===== config.mk =====
export PLATFORM = sky130hd
export DESIGN_NAME = reg_file
export DESIGN_NICKNAME = d
export VERILOG_FILES = /design/src/rtl/reg_file.sv
export SDC_FILE = /design/constraint.sdc
export NUM_CORES = 2
export LEC_CHECK = 0
export CORE_UTILIZATION = 50
export CTS_CLUSTER_SIZE = 16
export DETAILED_ROUTE_END_ITERATION = 10
export HOLD_SLACK_MARGIN = 0.12
export PLACE_DENSITY = 0.74
export SETUP_SLACK_MARGIN = 0.4
export SLEW_MARGIN = 20
export SYNTH_ARGS = -nofsm -noshare
export SYNTH_HDL_FRONTEND = slang
export SYNTH_SLANG_ARGS = --single-unit

===== constraint.sdc =====
create_clock -name clk -period 4.2 [get_ports clk]
set_input_delay 0.84 -clock clk [delete_from_list [all_inputs] [get_ports clk]]
set_output_delay 0.84 -clock clk [all_outputs]
set_load 0.05 [all_outputs]

===== src/rtl/reg_file.sv =====
// reg_file: 2**ADDR_W x DATA_W register file, two combinational reads, one synchronous write, r0 reads zero
module reg_file #(
  parameter int DATA_W = 32,
  parameter int ADDR_W = 5,
  parameter bit BYPASS = 1'b0
) (
  input  logic              clk,
  input  logic              rst_n,
  input  logic              RFWr,
  input  logic [ADDR_W-1:0] WA1,
  input  logic [ADDR_W-1:0] RA1,
  input  logic [ADDR_W-1:0] RA2,
  input  logic [DATA_W-1:0] WD,
  output logic [DATA_W-1:0] RD1,
  output logic [DATA_W-1:0] RD2
);
  localparam int N = 2**ADDR_W;
  logic [DATA_W-1:0] regs_q [N];
  logic [DATA_W-1:0] regs_d [N];
  logic              wr_en;
  logic              byp1;
  logic              byp2;
  assign wr_en = RFWr && (WA1 != '0);
  // next state keeps every register except the addressed one; r0 is never a target
  always_comb begin
    regs_d = regs_q;
    if (wr_en) regs_d[WA1] = WD;
  end
  // storage, cleared asynchronously; reset also blocks writes
  always_ff @(posedge clk or negedge rst_n) begin
    if (!rst_n) regs_q <= '{default: '0};
    else        regs_q <= regs_d;
  end
  // write-through is gated by rst_n so reads stay zero throughout reset
  always_comb begin
    byp1 = BYPASS && rst_n && wr_en && (RA1 == WA1);
    byp2 = BYPASS && rst_n && wr_en && (RA2 == WA1);
    RD1  = (RA1 == '0) ? '0 : byp1 ? WD : regs_q[RA1];
    RD2  = (RA2 == '0) ? '0 : byp2 ? WD : regs_q[RA2];
  end
endmodule


-- Word level (Yosys, flattened, before mapping)
Index checks and enable logic that the tools add are counted.
- register bits after elaboration: 1024
- bits of input ports: 50
- output and inout bits: 64
- word-level logic and storage cells: 55
- $lt $le $gt $ge: 4
- multiplexer cells: 11
- bitwise gates (word level): 3
- reduce and logical (&&, ||, !) cells: 5
- operators by type and width (operator ; count):
    1024-bit bitwise mux ; 1
    32-bit binary-select mux with 5-bit select ; 2
    32-bit 2-to-1 mux ; 7
    32-bit demux with 5-bit select ; 1
    6-bit greater-or-equal comparator, second input constant ; 3
    5-bit inverter with 6-bit output ; 3
    5-bit zero test ; 2
    6-bit by 1-bit less-than comparator with 1-bit output, second input constant ; 1
    5-bit nonzero test ; 1
    1-bit logical AND ; 2

-- Logic depth before layout (Yosys ltp)
- depth after elaboration: 6
- depth in mapped cells: 9
- gate-level depth less buffers: 4

-- Worst setup path after synthesis
No wires, ideal clock.
- kind: input to output
- start: input port RA1[0]
- end: output port RD1[12]
- arrival time: 3442 ps
- data required time: 3360 ps
- setup slack: -82 ps
- stages: 7
- path buffers: 4
- path through: buf_2 > buf_2 > buf_4 > buf_2 > nand2_1 > a32o_1 > nor4_1
- word-level cells in the longest chain between the ends: 5
- elaborated cells on any way between the ends: 6
- classes of those cells: mux (4); bitwise (1); reduce/logical (1)
- ends and longest elaborated chain (element ; RTL line ; text):
    from (decl) ; 11 ; input logic [ADDR_W-1:0] RA1,
    5-bit inverter with 6-bit output (implied by the code) ; 38 ; RD1 = (RA1 == '0) ? '0 : byp1 ? WD : regs_q[RA1];
    32-bit binary-select mux with 5-bit select ; 38 ;
    32-bit 2-to-1 mux (implied by the code) (2 in series) ; 38 ;
    32-bit 2-to-1 mux * ; 38 ;
    to (decl) ; 14 ; output logic [DATA_W-1:0] RD1,
Mark *: on every way between the ends. The rest lies on a longest branch, timed or not. The select of a mux whose other input is x is not followed.

-- Final worst setup path
- start: input port RA1[1]
- end: output port RD1[18]
The elaborated chain is that of the path after synthesis.

==> run_results.csv <==
group,metric,value,unit
outcome,status,"finished, final reports clean",
setup_path,worst_setup_path_start_kind,"primary input",
setup_path,crit_family,"multiplexers",
logic_synthesis,synth-seq-area-share,47.4,%
cts,postCtsHoldBufs,0,
logic_synthesis,synth_cell_types,41,
setup_path,crit_slowest_cell,"mux4_2",
global_routing,grt_pass1_wl,253000,microns
floorplanning,die_w,331,microns
drt,drt_iter0_drc,4322,
sta,fin_crit,3870,ps
logic_synthesis,yosys_warnings,0,
setup_path,cp.required,3360,ps
logic_synthesis,muxShareOfSynthArea,43.8,%
logic_synthesis,synth_edf_count,0,
setup_path,arrival,3030,ps
logic_synthesis,synth_xor_area_share,0,%
cts,clk_latency,690,ps
hold_path,hold_class,"in -> async",
sta,fin_skew,0,ps
layout,top_regs,"regs_q (1024)",
sta,tns,0,ps
setup_path,startpoint,"RA1[1]",
logic_synthesis,synth_nets,3564,
global_routing,grt_pass1_vias,36500,
sta,hold_viol,0,
place,gp_congestion,0.884,
logic_synthesis,synthSimpleGateAreaFrac,1.51,%
logic_synthesis,yosys-top-cells-count,"dfrtp_1 (1,024), mux2_2 (1,020), mux4_2 (469), clkbuf_1 (215), mux2i_1 (158)",
cts,cts_sinks,1024,
drt,post_drt_wl_per_cell,33.7,microns
layout,drive_gt1_share,59.2,%
place,place_area,0.0584,sq mm
logic_synthesis,ys_async_sr_fraction,100,%
layout,design_area,0.0634,sq mm
logic_synthesis,ys.flop_type,"dfrtp_1",
place,dpl.hpwl,107000,microns
drt,ant_nets,0,
logic_synthesis,synth_top_area_share,47.4,%
power_and_ir_drop,leakagePower,27.5,nW
setup_path,ff2ff_setup_slack,3360,ps
drt,num_vias,35800,
power_and_ir_drop,total_power,30.1,mW
place,port_buffers,113,
global_routing,grtUsageTotal,31.8,%
setup_path,cp_common_cell,"buf_4",
cts,cts.clk_slew.worst_paths,60,ps
cts,tritoncts,"done",
job,maxCapViolCount,0,
floorplanning,std_cell_rows,120,
layout,final_nets,3681,
logic_synthesis,ys_ff_latch,1024,
logic_synthesis,synth_top_family_by_area,"multiplexers",
setup_path,critical_path_buf_inv_count,4,
setup_path,endpoint_kind,"output pin",
sta,slew_headroom,26.3,%
sta,worstMarginPinSlew,1100,ps
floorplanning,pin_count,114,
setup_path,critPathMaxStageDelay,530,ps
cts,clk_path_buf_depth,3,
logic_synthesis,synthesis.instances,3514,
sta,setup_ws,327,ps
logic_synthesis,synth_top_area_cell,"dfrtp_1",
floorplanning,die_h,331,microns
layout,largest_register,"regs_q",
layout,area_growth,17.4,%
sta,fmax,258,MHz
sta,setup_violations,0,
logic_synthesis,synth-adder-area-share,0,%
sta,rsz0062_at_grt,"yes",
drt,drc,0,
setup_path,critPathKind,"in -> out",
drt,wl,173000,microns
sta,period_share,92.2,%
global_routing,antenna_found_initial,13,
setup_path,reg2reg_to,"regs_q[748]",
logic_synthesis,ys_top_cells_by_area,"dfrtp_1 (47%), mux2_2 (21%), mux4_2 (20%), mux2i_1 (2.9%), clkbuf_1 (1.5%)",
cts,cts_root_buffer,"clkbuf_16",
logic_synthesis,yosysMostFrequentCell,"dfrtp_1",
floorplanning,die-area,0.109,sq mm
logic_synthesis,synth_compound_area_share,3.67,%
power_and_ir_drop,ir_drop,0.320,mV
place,post-place-ws,-119,ps
global_routing,grt_start_max_net_pins,123,
floorplanning,start_util,50.5,%
sta,drv_slew,0,
logic_synthesis,postSynthAreaPerCell,15.4,sq um
cts,cts_made_buffers,107,
drt,drt-pass1-iter-count,6,
setup_path,rr_startpoint,"regs_q[748]",
logic_synthesis,syn_area,0.0540,sq mm
cts,htreeDepth,3,
floorplanning,core,0.107,sq mm
setup_path,reg2reg_depth,1,
layout,largest_reg_flops,1024,
setup_path,crit_fanout,15,
setup_path,crit_path_cell_trace,"buf_16, buf_4, mux4_2, mux4_2, o22ai_1, nor3_2, buf_4, buf_4",
global_routing,overflow,0,
power_and_ir_drop,p_per_area,475,mW/mm^2
drt,routed_via_density,6.98,
how the worst max path moves through the flow:
stage,cells past startpoint,endpoint,slack (ps)
finish,8,RD1[18],330
global route,9,RD2[0],310
CTS,8,RD2[0],240
detailed placement,9,RD2[0],-120
global placement,9,RD2[0],-160
floorplan,7,RD1[12],480
logic make-up after synthesis:
kind of cell,Yosys count
buffers and inverters,420
DFF,1024
and+or+nand+nor,156
muxes,1651
AOI/OAI and AO/OA,263
cells in the final DEF (no fill, tap or decap), types with 27 or more instances in the layout:
cell type and count:
clkdlybuf4s50_1 27, buf_12 87, mux2_2 1020, o22ai_1 74, clkbuf_16 118, dfrtp_1 1024, buf_4 245, nor3_2 48
mux4_2 469, mux2i_1 157, a22o_1 52
power by group:
| group | total [mW] | switching [mW] | internal, mW |
|---|---|---|---|
| sequential | 13.2 | 1.46 | 11.7 |
| combinational | 6.85 | 2.89 | 3.95 |
| clock | 10.1 | 4.13 | 5.95 |
through the flow:
stage,hold WS [ps],std cells,utilization [%]
detailed placement,383,4865,54.5
global route,249,5125,59.2
finish,200,5126,59.2
floorplan,441,3514,-
CTS,215,5086,58.6
global placement,377,4865,54.5
layer usage:
metal	part of all wire (%)	GRT usage, %
met4	4.1	12.7
met1	39	43.8
met5	0.052	0
met2	46	48.7
met3	10	7.69
what timing repair did:
item	in CTS	in global routing
resized for setup	72	57
cloned	6	7
pin swaps	7	8
setup buffers	18	29
endpoints found under the setup margin	61	42
final cells by class:
type / instances / area (sq um)
diodes: 4 / 10.0
clock buffers: 155 / 3110
clock inverters: 42 / 593
fillers: 7945 / 43600
inverters: 1 / 3.75
multi-input cells: 2070 / 27300
flip-flops and latches: 1024 / 25600
well taps: 1403 / 1760
repair buffers: 427 / 5030
(Power assumes the default switching activity.)
